==> src/rtl/mesi_isc_pkg.sv <==
// Shared MESI ISC encodings and the record carried for one broadcast request.
package mesi_isc_pkg;

    localparam logic [2:0] MESI_ISC_MBUS_CMD_NOP      = 3'd0;
    localparam logic [2:0] MESI_ISC_MBUS_CMD_WR_BROAD = 3'd3;
    localparam logic [2:0] MESI_ISC_MBUS_CMD_RD_BROAD = 3'd4;

    localparam logic [1:0] MESI_ISC_BREQ_TYPE_NOP = 2'd0;
    localparam logic [1:0] MESI_ISC_BREQ_TYPE_WR  = 2'd1;
    localparam logic [1:0] MESI_ISC_BREQ_TYPE_RD  = 2'd2;

    localparam int BREQ_ADDR_WIDTH    = 32;
    localparam int BREQ_TYPE_WIDTH    = 2;
    localparam int BREQ_CPU_ID_WIDTH  = 2;
    localparam int BREQ_ID_WIDTH      = 7;

    // Wide enough for QUANTUM up to 15.
    localparam int ARB_HOLD_CNT_WIDTH = 4;

    typedef struct packed {
        logic [BREQ_ADDR_WIDTH-1:0]   addr;
        logic [BREQ_TYPE_WIDTH-1:0]   breq_type;
        logic [BREQ_CPU_ID_WIDTH-1:0] cpu_id;
        logic [BREQ_ID_WIDTH-1:0]     id;
    } breq_fields_t;

endpackage

==> src/rtl/mesi_isc_rr_arb.sv <==
// Rotating-priority selector with optional quantum hold; owns the priority
// pointer and the consecutive-grant counter.
module mesi_isc_rr_arb
    import mesi_isc_pkg::*;
#(
    parameter int N       = 4,
    parameter int ID_W    = $clog2(N),
    parameter int QUANTUM = 4
) (
    input  logic            clk,
    input  logic            rst_n,
    input  logic [N-1:0]    req_i,
    input  logic            mode_i,
    input  logic            en_i,
    output logic [N-1:0]    gnt_o,
    output logic [ID_W-1:0] sel_o,
    output logic            valid_o
);

    localparam int HCW  = ARB_HOLD_CNT_WIDTH;
    localparam int HCW1 = HCW + 1;

    logic [ID_W-1:0] ptr_q, ptr_d;
    logic [HCW-1:0]  hold_cnt_q, hold_cnt_d;
    logic [ID_W-1:0] idx;
    logic            found;
    logic            grant;
    logic [HCW:0]    hold_cnt_inc;

    // First requester at or after ptr, wrapping modulo N.
    always_comb begin
        sel_o = '0;
        found = 1'b0;
        idx   = '0;
        for (int i = 0; i < N; i++) begin
            idx = ptr_q + ID_W'(i);
            if (!found && req_i[idx]) begin
                sel_o = idx;
                found = 1'b1;
            end
        end
    end

    assign valid_o      = |req_i;
    assign grant        = valid_o && en_i;
    assign gnt_o        = grant ? (N'(1) << sel_o) : '0;
    assign hold_cnt_inc = {1'b0, hold_cnt_q} + HCW1'(1);

    always_comb begin
        ptr_d      = ptr_q;
        hold_cnt_d = hold_cnt_q;
        if (grant) begin
            if (!mode_i) begin
                ptr_d      = sel_o + ID_W'(1);
                hold_cnt_d = '0;
            end else if ((sel_o == ptr_q) && (hold_cnt_inc < HCW1'(QUANTUM))) begin
                hold_cnt_d = hold_cnt_inc[HCW-1:0];
            end else if ((sel_o != ptr_q) && (QUANTUM > 1)) begin
                // The jumped-to CPU starts its own quantum with this grant.
                ptr_d      = sel_o;
                hold_cnt_d = HCW'(1);
            end else begin
                ptr_d      = sel_o + ID_W'(1);
                hold_cnt_d = '0;
            end
        end
        if (!mode_i) begin
            hold_cnt_d = '0;
        end
    end

    always_ff @(posedge clk or negedge rst_n) begin
        if (!rst_n) begin
            ptr_q      <= '0;
            hold_cnt_q <= '0;
        end else begin
            ptr_q      <= ptr_d;
            hold_cnt_q <= hold_cnt_d;
        end
    end

endmodule

==> src/rtl/mesi_isc_breq_arb_n.sv <==
// N-CPU breq controller: mbus acks, breq type/ID generation and arbitration
// of the per-CPU breq FIFO heads into the broad FIFO.
module mesi_isc_breq_arb_n
    import mesi_isc_pkg::*;
#(
    parameter int CPU_COUNT        = 4,
    parameter int CPU_ID_WIDTH     = $clog2(CPU_COUNT),
    parameter int MBUS_CMD_WIDTH   = 3,
    parameter int ADDR_WIDTH       = 32,
    parameter int BROAD_TYPE_WIDTH = 2,
    parameter int BROAD_ID_WIDTH   = 7,
    parameter int QUANTUM          = 4
) (
    input  logic                                   clk,
    input  logic                                   rst_n,
    input  logic                                   arb_mode_i,
    input  logic [CPU_COUNT*MBUS_CMD_WIDTH-1:0]    mbus_cmd_array_i,
    input  logic [CPU_COUNT-1:0]                   fifo_status_empty_array_i,
    input  logic [CPU_COUNT-1:0]                   fifo_status_full_array_i,
    input  logic                                   broad_fifo_status_full_i,
    input  logic [CPU_COUNT*ADDR_WIDTH-1:0]        broad_addr_array_i,
    input  logic [CPU_COUNT*BROAD_TYPE_WIDTH-1:0]  broad_type_array_i,
    input  logic [CPU_COUNT*BROAD_ID_WIDTH-1:0]    broad_id_array_i,
    output logic [CPU_COUNT-1:0]                   mbus_ack_array_o,
    output logic [CPU_COUNT-1:0]                   fifo_wr_array_o,
    output logic [CPU_COUNT-1:0]                   fifo_rd_array_o,
    output logic                                   broad_fifo_wr_o,
    output logic [ADDR_WIDTH-1:0]                  broad_addr_o,
    output logic [BROAD_TYPE_WIDTH-1:0]            broad_type_o,
    output logic [CPU_ID_WIDTH-1:0]                broad_cpu_id_o,
    output logic [BROAD_ID_WIDTH-1:0]              broad_id_o,
    output logic [CPU_COUNT*BROAD_TYPE_WIDTH-1:0]  breq_type_array_o,
    output logic [CPU_COUNT*CPU_ID_WIDTH-1:0]      breq_cpu_id_array_o,
    output logic [CPU_COUNT*BROAD_ID_WIDTH-1:0]    breq_id_array_o
);

    localparam int ID_BASE_WIDTH = BROAD_ID_WIDTH - CPU_ID_WIDTH;

    logic [CPU_COUNT-1:0]                  mbus_ack_q, mbus_ack_d;
    logic [CPU_COUNT*BROAD_TYPE_WIDTH-1:0] breq_type_q, breq_type_d;
    logic [ID_BASE_WIDTH-1:0]              id_base_q, id_base_d;
    logic [CPU_COUNT-1:0]                  cmd_wr_broad, cmd_rd_broad;
    logic [CPU_ID_WIDTH-1:0]               arb_sel;
    logic                                  arb_valid;
    logic                                  arb_en;

    for (genvar g = 0; g < CPU_COUNT; g++) begin : g_cpu
        assign cmd_wr_broad[g] = mbus_cmd_array_i[g*MBUS_CMD_WIDTH +: MBUS_CMD_WIDTH]
                                 == MBUS_CMD_WIDTH'(MESI_ISC_MBUS_CMD_WR_BROAD);
        assign cmd_rd_broad[g] = mbus_cmd_array_i[g*MBUS_CMD_WIDTH +: MBUS_CMD_WIDTH]
                                 == MBUS_CMD_WIDTH'(MESI_ISC_MBUS_CMD_RD_BROAD);
        assign breq_cpu_id_array_o[g*CPU_ID_WIDTH +: CPU_ID_WIDTH]   = CPU_ID_WIDTH'(g);
        assign breq_id_array_o[g*BROAD_ID_WIDTH +: BROAD_ID_WIDTH]   = {id_base_q, CPU_ID_WIDTH'(g)};
    end

    // Ack is a one-cycle pulse, so a held command is acked every other cycle.
    always_comb begin
        mbus_ack_d  = ~mbus_ack_q & (cmd_wr_broad | cmd_rd_broad) & ~fifo_status_full_array_i;
        breq_type_d = '0;
        for (int i = 0; i < CPU_COUNT; i++) begin
            if (cmd_wr_broad[i]) begin
                breq_type_d[i*BROAD_TYPE_WIDTH +: BROAD_TYPE_WIDTH] =
                    BROAD_TYPE_WIDTH'(MESI_ISC_BREQ_TYPE_WR);
            end else if (cmd_rd_broad[i]) begin
                breq_type_d[i*BROAD_TYPE_WIDTH +: BROAD_TYPE_WIDTH] =
                    BROAD_TYPE_WIDTH'(MESI_ISC_BREQ_TYPE_RD);
            end
        end
        id_base_d = id_base_q;
        if (|mbus_ack_q) begin
            id_base_d = id_base_q + ID_BASE_WIDTH'(1);
        end
    end

    always_ff @(posedge clk or negedge rst_n) begin
        if (!rst_n) begin
            mbus_ack_q  <= '0;
            breq_type_q <= '0;
            id_base_q   <= '0;
        end else begin
            mbus_ack_q  <= mbus_ack_d;
            breq_type_q <= breq_type_d;
            id_base_q   <= id_base_d;
        end
    end

    assign mbus_ack_array_o  = mbus_ack_q;
    assign fifo_wr_array_o   = mbus_ack_q;
    assign breq_type_array_o = breq_type_q;

    // Reset gates the grant so nothing is popped while rst_n is held low.
    assign arb_en = ~broad_fifo_status_full_i & rst_n;

    mesi_isc_rr_arb #(
        .N       (CPU_COUNT),
        .ID_W    (CPU_ID_WIDTH),
        .QUANTUM (QUANTUM)
    ) u_arb (
        .clk     (clk),
        .rst_n   (rst_n),
        .req_i   (~fifo_status_empty_array_i),
        .mode_i  (arb_mode_i),
        .en_i    (arb_en),
        .gnt_o   (fifo_rd_array_o),
        .sel_o   (arb_sel),
        .valid_o (arb_valid)
    );

    assign broad_fifo_wr_o = |fifo_rd_array_o;
    assign broad_cpu_id_o  = arb_sel;

    always_comb begin
        broad_addr_o = '0;
        broad_type_o = '0;
        broad_id_o   = '0;
        if (arb_valid) begin
            broad_addr_o = broad_addr_array_i[arb_sel*ADDR_WIDTH +: ADDR_WIDTH];
            broad_type_o = broad_type_array_i[arb_sel*BROAD_TYPE_WIDTH +: BROAD_TYPE_WIDTH];
            broad_id_o   = broad_id_array_i[arb_sel*BROAD_ID_WIDTH +: BROAD_ID_WIDTH];
        end
    end

endmodule

==> config.mk <==
export PLATFORM = sky130hd
export DESIGN_NAME = mesi_isc_breq_arb_n
export DESIGN_NICKNAME = d
export VERILOG_FILES = /design/src/rtl/mesi_isc_pkg.sv /design/src/rtl/mesi_isc_rr_arb.sv /design/src/rtl/mesi_isc_breq_arb_n.sv
export SDC_FILE = /design/constraint.sdc
export NUM_CORES = 1
export LEC_CHECK = 0
export BUFFER_PORTS_ARGS = -buffer_cell sky130_fd_sc_hd__buf_2
export CAP_MARGIN = 25
export CORE_AREA = 2 2 113 115
export CTS_CLUSTER_SIZE = 20
export DETAILED_ROUTE_END_ITERATION = 10
export DIE_AREA = 0 0 115 117
export SYNTH_ARGS = -nofsm -noshare
export SYNTH_HDL_FRONTEND = slang
export SYNTH_SLANG_ARGS = --single-unit
==> constraint.sdc <==
create_clock -name clk -period 5.1 [get_ports clk]
set_clock_uncertainty 0.05 [all_clocks]
set_input_delay 0 -clock clk [delete_from_list [all_inputs] [get_ports clk]]
set_output_delay 0 -clock clk [all_outputs]
set_load 0.01 [all_outputs]
; After elaboration in Yosys (flattened, before gate mapping)
; Index checks and enable logic that the tools add are counted.
[op_classes]
addsub = 6
muxes = 34
n_shift = 4
n_mul = 1
bitwise = 8
n_reduce_logical = 12
eq_ne = 12
n_lt_le_gt_ge = 5
[op_table]
columns = operator, n
row1 = $shiftx 128x8->32, 1
row2 = $mux 2, 16
row3 = $mux 32, 1
row4 = $shiftx 28x6->7, 1
row5 = $mux 4, 4
row6 = $eq 3x2->1 const B, 4
row7 = $eq 3x3->1 const B, 4
row8 = $lt 2x3->1 const B, 4
row9 = $not 4->4, 3
row10 = $reduce_or 4->1, 3
row11 = $and 4x4->4, 2
row12 = $bmux 1 s2, 4
row13 = $mux 1, 8
row14 = $shiftx 8x4->2, 1
row15 = $mux 7, 1
row16 = $add 4x1->5 const B, 1
row17 = $add 5x1->5 const B, 1
row18 = $logic_and 1x1->1, 5
row19 = $lt 5x3->1 const B, 1
row20 = $mul 2x3->5 const B, 1
row21 = $add 2x1->2 const B, 2
row22 = $add 2x2->2 const B, 2
row23 = $or 4x4->4, 1
row24 = $shl 1x2->4 const A, 1
row25 = other kinds (8), 10
[word_totals]
input_bits = 188
regBits = 23
word_cells = 87
out_inout_bits = 100

; Logic depth before layout (Yosys ltp)
[depth]
word_depth = 18
mapped_depth = 11
mapped_depth_nobuf = 8

; By module
; Synthesis repeated with hierarchy kept, for this count alone.
[hier_totals]
hier_cells = 251
hier_area_um2 = 2755.1
[modules_own_cells]
columns = mod, seq_area_each_um2, area_per_inst_um2, instances, cells_per_inst
row1 = mesi_isc_breq_arb_n, 425.4, 2205.9, 1, 187
row2 = mesi_isc_rr_arb, 150.1, 549.3, 1, 64

; Worst setup path after synthesis
; OpenSTA, ideal clock, no wires.
[synth_timing]
path_type = reg-to-output
start = reg u_arb.ptr_q[1]
end = out broad_fifo_wr_o
arrival_time_ps = 2477
path_slack_ps = 2573
stages_incl_launch_ff = 8
t_required_ps = 5050
path_buffers = 2
path_cell_list = dfrtp_1 -> buf_2 -> o311ai_2 -> clkbuf_1 -> inv_1 -> ha_1 -> and2_1 -> or4_1
[synth_between]
elab_chain_cells = 15
elab_cells_between_ends = 27
classes_between = add/sub (3) / shift (1) / mux (16) / reduce/logical (7)
[synth_rtl]
columns = element, line
row1 = from (decl), mesi_isc_rr_arb.sv:23  ; logic [ID_W-1:0] ptr_q, ptr_d;
row2 = from (signal assigned), mesi_isc_rr_arb.sv:77  ; ptr_q <= ptr_d;
row3 = "parallel branches: the longest is 11 deep, another holds $add 2x1->2", --
row4 = $mux 2 (*), mesi_isc_rr_arb.sv:37  ; if (!found && req_i[idx]) begin
row5 = net broad_cpu_id_o[0], mesi_isc_breq_arb_n.sv:30  ; output logic [CPU_ID_WIDTH-1:0] broad_cpu_id_o,
row6 = $shl 1x2->4 (*), mesi_isc_rr_arb.sv:46  ; assign gnt_o = grant ? (N'(1) << sel_o) : '0;
row7 = $mux 4 (*), mesi_isc_rr_arb.sv:46
row8 = net fifo_rd_array_o[1], mesi_isc_breq_arb_n.sv:26  ; output logic [CPU_COUNT-1:0] fifo_rd_array_o,
row9 = $reduce_or 4->1 (*), mesi_isc_breq_arb_n.sv:109  ; assign broad_fifo_wr_o = |fifo_rd_array_o;
row10 = to (decl), mesi_isc_breq_arb_n.sv:27  ; output logic broad_fifo_wr_o,
; Mark *: on every way through the listed nets, which the timed path passes. The select of a mux whose other input is x is not followed.

; Worst setup path after layout
[layout_timing]
start = reg u_arb.ptr_q[1]
end = out broad_addr_o[15]
[layout_between]
elab_chain_cells = 14
elab_cells_between_ends = 26
classes_between = add/sub (3) / shift (1) / mux (16) / reduce/logical (6)
[layout_rtl]
columns = element, line
row1 = "parallel branches: the longest is 11 deep, another holds $add 2x1->2", --
row2 = $mux 2 (*), mesi_isc_rr_arb.sv:37
row3 = $shiftx 128x8->32 (*), mesi_isc_breq_arb_n.sv:117  ; broad_addr_o = broad_addr_array_i[arb_sel*ADDR_WIDTH +: ADDR_WIDTH];
row4 = $mux 32 (*), mesi_isc_breq_arb_n.sv:116  ; if (arb_valid) begin
row5 = to (decl), mesi_isc_breq_arb_n.sv:28  ; output logic [ADDR_WIDTH-1:0] broad_addr_o,
; Every way passes the cells marked *. The select of a mux whose other input is x is not followed.

==> out/results.ini <==
[synth]
synthArstFlopShare_pct=100
synth_ff_type=dfrtp_1
ys_types=39
synth_area_um2=2670
ys_ff_latch=23
seq_area_frac_synth_pct=21.5
syn-instance-count=298
synth_edf_count=0
ys.warnings.count=0
synth.avg_cell_area_um2=8.97

[power]
p_leak_nw=2.35
power_density_nw_per_um2=382
vdd_drop_max_uv=154

[timing]
fin_crit_ns=3.33
worst_pin_slew_ns=0.837
rsz0062_at_grt=false
final.setup.tns_ns=0
post-route-period-util_pct=65.3
maxSlewHeadroom_pct=44.1
slew_viol_final=0
finalHoldViolations=0
setup_slack_ns=1.77
max_freq_ghz=0.300
finalSetupViolCount=0

[floorplanning]
pin_count=288
row_count=41
coreArea_um2=12300
initial_utilization_pct=21.7
die_x_um=115
dieArea_um2=13500
fp.dieH_um=117

[finish]
layout_common_cells=271 x buf_2, 84 x mux2i_1, 41 x o22ai_1, 23 x dfrtp_1, 22 x dlygate4sd3_1
register_area_um2=576
syn_to_final_growth_pct=57.4
stdcell_count=706
multiInputGateArea_um2=1750
final.fill_count=1314
final_nets=750
drive_gt1_share_pct=51.2
final_common_cell=buf_2

[route]
vias=3219
final_antenna_net_count=0
dr.pass1.iters=4
wl_um=10400
drt_iter0_drc=85
drt-wirelength-per-cell_um=14.8
drc=0
via_per_inst=4.56

[setup_path]
max_stage_delay_ns=0.71
cp.required_ns=5.05
path_delay_family=compound AO/OA/AOI/OAI gates
cp_cell_sequence=nor2b_1 > o21a_1 > o21ai_1 > o21a_4 > buf_4 > mux2i_1 > o22ai_1 > buf_2
cp_max_fo=47
crit_arrival_ns=3.28
endpoint_kind=output pin
cp_slowest_cell=buf_4
crit_path_start_kind=flip-flop
cp.buffers_inverters=2
crit_type=flip-flop to output pin

[global_routing]
grt_use_met1_pct=16.9
grt_pass1_wl_um=14100
grt_max_degree=48
grt.total_usage_pct=13.4
grt_util_met3_pct=2.06
grt_use_met2_pct=24.2
gr-max-usage-layer=met2
grt_pass1_vias=2840
antenna_found_initial=1
gr-total-overflow=0

[cts]
clock_sinks=23
clkTransAtPathRegs_ns=0.06
numCtsBuffers=3
htree_num_levels=1
clock_tree.buffer_depth=2
cts_root_buffer=clkbuf_16
cts_tree=built
clock_latency_ns=0.26

[place]
place.gp.congestion=0.851
portBuffers=271
place_ws_ns=1.96
dp.cells=679
hpwlAfterDp_um=8690

[job]
drv_cap=0

[status]
status=complete, no violations

[worst_hold_path]
min_path_type=input pin to flip-flop

-- worst paths after layout --
kind,end,slack (ns),cells past startpoint,from
worst max-delay path,broad_addr_o[15],1.77,8,u_arb.ptr_q[1]$_DFFE_PN0P_
worst min-delay path,fifo_wr_array_o[1]$_DFF_PN0_,0.02,3,mbus_cmd_array_i[3]
worst max register to register,u_arb.ptr_q[1]$_DFFE_PN0P_,2.65,7,u_arb.ptr_q[1]$_DFFE_PN0P_
worst min register to register,u_arb.hold_cnt_q[3]$_DFFE_PN0P_,0.47,1,u_arb.hold_cnt_q[3]$_DFFE_PN0P_
max in group asynchronous,id_base_q[2]$_DFFE_PN0P_,4.42,2,rst_n
min in group asynchronous,breq_type_array_o[2]$_DFF_PN0_,0.21,2,rst_n
-- cell type report --
class | instances | share of cell area, %
flip-flops and latches | 23 | 13.7
well taps | 150 | 4.46
repair buffers | 296 | 38.0
clock buffers | 3 | 1.78
inverters | 4 | 0.357
clock inverters | 1 | 0.178
multi-input cells | 228 | 41.5
diodes | 1 | 0.0595
-- worst min-delay path, stage by stage --
cell	delay [ns]
buf_2	0.09
nor3b_1	0.05
o21a_1	0.16
-- cell usage after synthesis (4+ instances only) --
master    instances  share of area (%)
dfrtp_1          23                 22
ha_1              6                2.8
buf_4            35                9.8
buf_6             5                2.1
o21a_1            7                2.0
nor2_1           13                1.8
buf_2            10                1.9
o22ai_1          41                9.6
mux2i_1          84                 31
nand2_1          12                1.7
o21ai_1           4               0.75
clkbuf_1          6               0.84
nor3b_1           4                1.1
-- metrics by stage --
step           hold slack, ns  area (um2)  power, W  utilization (%)
6_report               0.0215        4210   0.00161             34.2
5_1_grt                0.0274        4210   0.00173             34.2
4_1_cts                0.0197        4210   0.00163             34.2
3_5_place_dp          -0.0314        3900   0.00144             31.7
3_3_place_gp          -0.0404        3900   0.00141             31.7
2_1_floorplan          -0.346        2730   0.00111                -
-- state kept, by name, indices dropped and copies added, names as in the netlist --
name	cells
breq_type_array_o	8
fifo_wr_array_o	4
u_arb.hold_cnt_q	4
id_base_q	5
u_arb.ptr_q	2
-- timing repair --
item                                   4_1_cts  5_1_grt
endpoints found under the hold margin       36        0
hold buffers                                22        0
gates resized for setup                      0        0
buffers inserted                             0        0
-- per-layer routing --
layer | wire length, um | up-vias
met3 | 693 | 10
met1 | 4120 | 1491
met4 | 140 | 0
li1 | - | 1569
met5 | 0 | -
met2 | 5490 | 149
-- power breakdown --
group | switching [W] | internal, W
logic | 0.000633 | 0.000522
registers | 0.0000618 | 0.000217
clock network | 0.0000661 | 0.000106
-- cells by family after synthesis --
kind of cell | Yosys count | synth area share [%]
multiplexers | 85 | 31.9
AO/OA/AOI/OAI | 63 | 15.9
buffers and inverters | 61 | 15.8
AND/OR/NAND/NOR | 54 | 10.5
flip-flops | 23 | 21.5
adder cells (fa/ha/maj) | 6 | 2.81
XOR/XNOR | 4 | 1.31
other | 2 | 0.281
Note: power is estimated with default switching activity, not from simulation.
